==> src/rtl/uart_rx_frame.sv <==
// UART receiver front end: 16x-oversampled deserialiser that strobes only
// correctly framed words and flags bad stop bits separately.
module uart_rx_frame #(
    parameter int NB_DATA     = 8,
    parameter int SB_TICK     = 16,
    parameter int NB_TICK_CNT = 5,
    parameter int NB_BIT_CNT  = 3
) (
    input  logic               i_clock,
    input  logic               i_reset,
    input  logic               i_tick,
    input  logic               i_rx,
    output logic [NB_DATA-1:0] o_data,
    output logic               o_rx_done,
    output logic               o_frame_err
);

    typedef enum logic [2:0] {
        IDLE,
        START,
        DATA,
        STOP,
        BREAK
    } state_t;

    localparam logic [NB_TICK_CNT-1:0] MID_START = NB_TICK_CNT'(7);
    localparam logic [NB_TICK_CNT-1:0] BIT_END   = NB_TICK_CNT'(15);
    localparam logic [NB_TICK_CNT-1:0] STOP_END  = NB_TICK_CNT'(SB_TICK - 1);
    localparam logic [NB_BIT_CNT-1:0]  LAST_BIT  = NB_BIT_CNT'(NB_DATA - 1);

    state_t                  state;
    logic                    rx_meta_p0;
    logic                    rx_s;
    logic [NB_TICK_CNT-1:0]  tick_cnt;
    logic [NB_BIT_CNT-1:0]   bit_cnt;
    logic [NB_DATA-1:0]      shreg;

    // Stage 0/1: two-flop synchroniser; the line idles high, so reset to 1
    always_ff @(posedge i_clock) begin
        if (!i_reset) begin
            rx_meta_p0 <= 1'b1;
            rx_s       <= 1'b1;
        end else begin
            rx_meta_p0 <= i_rx;
            rx_s       <= rx_meta_p0;
        end
    end

    // Stage 2: framing FSM with registered strobes and output word
    always_ff @(posedge i_clock) begin
        if (!i_reset) begin
            state       <= IDLE;
            tick_cnt    <= '0;
            bit_cnt     <= '0;
            shreg       <= '0;
            o_data      <= '0;
            o_rx_done   <= 1'b0;
            o_frame_err <= 1'b0;
        end else begin
            o_rx_done   <= 1'b0;
            o_frame_err <= 1'b0;
            case (state)
                IDLE: begin
                    tick_cnt <= '0;
                    if (!rx_s) begin
                        state <= START;
                    end
                end
                START: begin
                    if (i_tick) begin
                        if (tick_cnt == MID_START) begin
                            tick_cnt <= '0;
                            if (!rx_s) begin
                                bit_cnt <= '0;
                                state   <= DATA;
                            end else begin
                                state <= IDLE;
                            end
                        end else begin
                            tick_cnt <= tick_cnt + NB_TICK_CNT'(1);
                        end
                    end
                end
                DATA: begin
                    if (i_tick) begin
                        if (tick_cnt == BIT_END) begin
                            // LSB arrives first, so right-shift new bits in at the MSB
                            shreg    <= {rx_s, shreg[NB_DATA-1:1]};
                            tick_cnt <= '0;
                            bit_cnt  <= bit_cnt + NB_BIT_CNT'(1);
                            if (bit_cnt == LAST_BIT) begin
                                state <= STOP;
                            end
                        end else begin
                            tick_cnt <= tick_cnt + NB_TICK_CNT'(1);
                        end
                    end
                end
                STOP: begin
                    if (i_tick) begin
                        if (tick_cnt == STOP_END) begin
                            tick_cnt <= '0;
                            if (rx_s) begin
                                o_data    <= shreg;
                                o_rx_done <= 1'b1;
                                state     <= IDLE;
                            end else begin
                                o_frame_err <= 1'b1;
                                state       <= BREAK;
                            end
                        end else begin
                            tick_cnt <= tick_cnt + NB_TICK_CNT'(1);
                        end
                    end
                end
                BREAK: begin
                    // A held-low line must return high before a new start is armed
                    tick_cnt <= '0;
                    if (rx_s) begin
                        state <= IDLE;
                    end
                end
                default: begin
                    state    <= IDLE;
                    tick_cnt <= '0;
                end
            endcase
        end
    end

endmodule

==> config.mk <==
export PLATFORM = sky130hd
export DESIGN_NAME = uart_rx_frame
export DESIGN_NICKNAME = d
export VERILOG_FILES = /design/src/rtl/uart_rx_frame.sv
export SDC_FILE = /design/constraint.sdc
export NUM_CORES = 1
export LEC_CHECK = 0
export ABC_AREA = 1
export BUFFER_PORTS_ARGS = -buffer_cell sky130_fd_sc_hd__buf_4
export CAP_MARGIN = 25
export CORE_AREA = 2 2 53 55
export CTS_BUF_LIST = sky130_fd_sc_hd__clkbuf_4 sky130_fd_sc_hd__clkbuf_8
export DETAILED_ROUTE_END_ITERATION = 10
export DIE_AREA = 0 0 55 57
export MAX_ROUTING_LAYER = met4
export PLACE_DENSITY = 0.8
export SYNTH_ARGS = -nofsm -noshare
export SYNTH_HDL_FRONTEND = slang
export SYNTH_SLANG_ARGS = --single-unit
==> constraint.sdc <==
create_clock -name i_clock -period 1.95 [get_ports i_clock]
set_input_delay 0.585 -clock i_clock [delete_from_list [all_inputs] [get_ports i_clock]]
set_output_delay 0.585 -clock i_clock [all_outputs]
set_load 0.01 [all_outputs]
After elaboration in Yosys (flattened, before gate mapping)
Cells that the tools add are included.
{"block": "op_classes", "n_reduce_logical": 9, "eq_ne": 18, "n_mux": 25, "n_addsub": 2}
{"op": "$mux 3", "count": 15}
{"op": "$mux 5", "count": 4}
{"op": "$ne 2x2->1 const B", "count": 10}
{"op": "$pmux 3 s5", "count": 1}
{"op": "$pmux 5 s2", "count": 1}
{"op": "$reduce_and 9->1", "count": 1}
{"op": "$reduce_and 4->1", "count": 2}
{"op": "$eq 3x2->1 const B", "count": 2}
{"op": "$eq 3x3->1 const B", "count": 2}
{"op": "$pmux 3 s2", "count": 1}
{"op": "$reduce_and 6->1", "count": 1}
{"op": "$add 5x1->5 const B", "count": 1}
{"op": "$eq 5x3->1 const B", "count": 1}
{"op": "$eq 5x4->1 const B", "count": 1}
{"op": "$add 3x1->3 const B", "count": 1}
{"op": "$eq 3x1->1 const B", "count": 1}
{"op": "$logic_not 3->1", "count": 1}
{"op": "$reduce_and 3->1", "count": 1}
{"op": "$mux 1", "count": 2}
{"op": "$mux 2", "count": 1}
{"op": "$ne 2x1->1 const B", "count": 1}
{"op": "$reduce_and 2->1", "count": 1}
{"op": "$reduce_bool 2->1", "count": 1}
{"op": "$reduce_or 2->1", "count": 1}
{"block": "totals", "ff_bits": 31, "input_bits": 4, "elab_cells": 63}

Longest topological paths before layout
{"block": "logic_depth", "depth_word": 5, "ltp_mapped": 11}

Least setup slack after synthesis
Ideal clock, no wire load.
{"block": "synth_path", "path_type": "flip-flop to flip-flop", "start": "register tick_cnt[0]", "end": "register tick_cnt[4]", "stages_incl_launch_ff": 9, "path_slack_ns": 0.580, "t_arrival_ns": 1.299, "t_required_ns": 1.880, "synth_period_minus_slack_ns": 1.370, "n_path_buf": 0, "setup_ns": 0.070, "cell_sequence": "dfxtp_1 -> ha_1 -> nand2_1 -> inv_1 -> nand2_1 -> ha_1 -> o21ai_0 -> nand2_1 -> a21oi_1"}
{"block": "synth_between", "elab_chain_len": 4, "elab_cells_between_ends": 8}
{"item": "start, declared", "line_no": "34", "source": "logic [NB_TICK_CNT-1:0] tick_cnt;"}
{"item": "start signal, assigned", "line_no": "80", "source": "tick_cnt <= tick_cnt + NB_TICK_CNT'(1);"}
{"item": "start signal, assigned", "line_no": "95", "source": "tick_cnt <= tick_cnt + NB_TICK_CNT'(1);"}
{"item": "start signal, assigned", "line_no": "112", "source": "tick_cnt <= tick_cnt + NB_TICK_CNT'(1);"}
{"item": "$add 5x1->5, or another cell as far along", "line_no": "80, 95, 112"}
{"item": "$mux 5 (on tied branches)", "line_no": "86, 101, 71"}
{"item": "$mux 5 (on tied branches)", "line_no": "85, 70"}
{"item": "$pmux 5 s2 *", "line_no": "62", "source": "case (state)"}
Mark *: on every way between the ends. The rest lies on a longest branch, timed or not. The select of a mux whose other input is x is not followed.
A chain may end at the register's enable or synchronous reset.

Worst setup path in the final report
{"block": "layout_path", "start": "register tick_cnt[0]", "end": "register o_data[3]"}
{"block": "layout_between", "elab_chain_len": 2}
{"item": "$eq 5x4->1", "line_no": "101", "source": "if (tick_cnt == STOP_END) begin"}
{"item": "$reduce_and 4->1 (no source line)"}
{"item": "end signal, assigned", "line_no": "104", "source": "o_data <= shreg;"}
{"item": "end, declared", "line_no": "13", "source": "output logic [NB_DATA-1:0] o_data,"}
No other way between the ends.

==> flow_metrics.env <==
export IMPL_synth_common_cells="nand2_1, dfxtp_1, nor2_1"
export IMPL_max_freq_mhz=615
export IMPL_relSlewSlack_pct=70.6
export IMPL_final_nets=221
export IMPL_clock_skew_ns=0.00890
export IMPL_finalSetupViolCount=0
export IMPL_fin_ws_ns=0.323
export IMPL_reg2regPathDepth=6
export IMPL_place_gp_congestion=0.893
export IMPL_finalCritPeriodShare_pct=83.4
export IMPL_clk_pin_slew_ns=0.10
export IMPL_power_leakage_nw=0.689
export IMPL_r2r_slack_ns=0.32
export IMPL_dieHeight_um=57
export IMPL_maxCapViolCount=0
export IMPL_crit_end="o_data[3]"
export IMPL_synth_seq_cells=31
export IMPL_reg2reg_to="o_data[3]"
export IMPL_avgViaCountPerCell=5.30
export IMPL_synth_top_area_share_pct=41.4
export IMPL_critical_path_required_ns=2.18
export IMPL_diodes=0
export IMPL_synthesis_instances=199
export IMPL_cts_sink_count=31
export IMPL_synth_top_area_cell="dfxtp_1"
export IMPL_die_area_um2=3140
export IMPL_io_pins=14
export IMPL_insertion_delay_ns=0.33
export IMPL_ctsHoldBuffers=0
export IMPL_hold_depth=1
export IMPL_powerDensity_nw_per_um2=952
export IMPL_dp_hpwl_um=2190
export IMPL_syn_nets=207
export IMPL_rr_startpoint="tick_cnt[0]"
export IMPL_async_reset_ff_share_pct=0
export IMPL_grt_setup_unrepaired="no"
export IMPL_io_buffer_count=13
export IMPL_drt_iter0_drc=25
export IMPL_dpl_cell_area_um2=1600
export IMPL_hold_path_class="reg2reg"
export IMPL_vdd_drop_max_mv=0.691
export IMPL_final_setup_tns_ns=0
export IMPL_ys_warn_count=0
export IMPL_syn_cell_area_um2=1500
export IMPL_syn_avg_cell_area_um2=7.53
export IMPL_post_cts_buffers=0
export IMPL_synth_area_leaders="dfxtp_1, nand2_1, nor2_1, nand3_1, a21oi_1"
export IMPL_ys_seq_area_share_pct=41.4
export IMPL_num_rows=19
export IMPL_drive_gt1_share_pct=21.6
export IMPL_worstMarginPinSlew_ns=0.438
export IMPL_synth_flop_cell="dfxtp_1"
export IMPL_post_synth_top_count_cell="nand2_1"
export IMPL_run_status="complete, no violations"
export IMPL_ys_types=30
export IMPL_die_w_um=55
export IMPL_clock_path_buffers=2
export IMPL_grt_pass1_vias=1185
export IMPL_path_class="reg2reg"
export IMPL_cts_buffers=5
export IMPL_cts_tree="done"
export IMPL_htreeDepth=2
export IMPL_coreArea_um2=2620
export IMPL_grt_pass1_wl_um=4840
export IMPL_fin_crit_ns=1.63
export IMPL_dp_slack_ns=0.324
export IMPL_grt_start_max_net_pins=19
export IMPL_grtUsageTotal_pct=21.3
export IMPL_drc=0
export IMPL_drtPass1Iterations=4
export IMPL_antenna_found_initial=0
export IMPL_critPathCaptureType="register"
export IMPL_drtAntennaViolNets=0
export IMPL_postLayoutCellArea_um2=1650
export IMPL_finalHoldViolations=0
export IMPL_routedWlPerCell_um=11.9
export IMPL_num_vias=1294
export IMPL_syn2layout_area_growth_pct=10.3
export IMPL_grt_overflow=0
export IMPL_slew_violations=0
export IMPL_cp_start_kind="register"
export IMPL_start_util_pct=57.3
export IMPL_synth_edf_count=0
export IMPL_critPathLaunch="tick_cnt[0]"
export IMPL_path_max_fanout=12
export IMPL_cp_data_arrival_time_ns=1.86
export IMPL_drt_total_wl_um=2910
export IMPL_cts_resized=0
export IMPL_clockRootBuffer="clkbuf_4"
state kept, by name, indices dropped and copies added, names as in the netlist:
name / count
state: 3
rx_s: 1
o_rx_done: 1
rx_meta_p0: 1
bit_cnt: 3
tick_cnt: 5
o_frame_err: 1
o_data: 8
shreg: 8
area by class of cell:
type	instances	area (um2)
fill	244	962
clock inverter	1	5.00
sequential	31	621
inverter	18	71.3
clock buffer	6	51.3
timing repair buffer	13	97.6
multi-input combinational	144	768
tap	31	38.8
kinds of logic (layout without fill, tap and decap cells):
family | after synthesis | in the layout | share of synthesized area [%]
xor+xnor | 1 | 1 | 0.584
simple gates | 114 | 114 | 38.8
compound gates | 25 | 25 | 8.51
flops | 31 | 31 | 41.4
fa+ha+maj | 4 | 4 | 3.34
buf+inv | 24 | 38 | 7.34
worst min-delay path by stage:
stage,from,end,slack [ns]
2_1_floorplan,rx_meta_p0,rx_s,0.39
6_report,rx_meta_p0,rx_s,0.42
3_3_place_gp,rx_meta_p0,rx_s,0.41
3_5_place_dp,rx_meta_p0,rx_s,0.41
4_1_cts,rx_meta_p0,rx_s,0.43
5_1_grt,i_rx,rx_meta_p0,0.45
per-stage QoR:
step	hold WS [ns]	instances	total power (W)	util [%]
3_5_place_dp	0.411	237	0.00121	61.1
5_1_grt	0.448	244	0.00167	63.2
4_1_cts	0.426	244	0.00158	63.2
6_report	0.421	244	0.00157	63.2
3_3_place_gp	0.405	237	0.00119	61.1
2_1_floorplan	0.393	199	0.00113	-
placed cells by master, fill, tap and decap left out, types with 5 or more instances in the layout:
cell type	n
dfxtp_1	31
nand3_1	18
buf_4	13
nand2_1	39
inv_1	12
a21oi_1	13
o21ai_0	11
clkbuf_4	5
nor2_1	30
critical path, stage by stage, from the launching register on:
cell	delay, ns
dfxtp_1	0.38
ha_1	0.26
nand4_4	0.16
nor2_4	0.30
nand3_4	0.16
o21ai_0	0.21
nor2_1	0.06
per-layer routing:
| layer | up-vias | part of all wire [%] | GRT usage (%) |
|---|---|---|---|
| li1 | 672 | - | - |
| met1 | 585 | 45 | 26.6 |
| met2 | 33 | 48 | 33.0 |
| met3 | 4 | 6.0 | 4.97 |
| met4 | 0 | 1.0 | 8.01 |
| met5 | - | 0 | - |
power breakdown:
group / switching (W) / total (W) / internal, W
combinational: 0.000321 / 0.000480 / 0.000159
clock: 0.000211 / 0.000378 / 0.000167
sequential: 0.0000466 / 0.000716 / 0.000670
(Power assumes the default switching activity.)
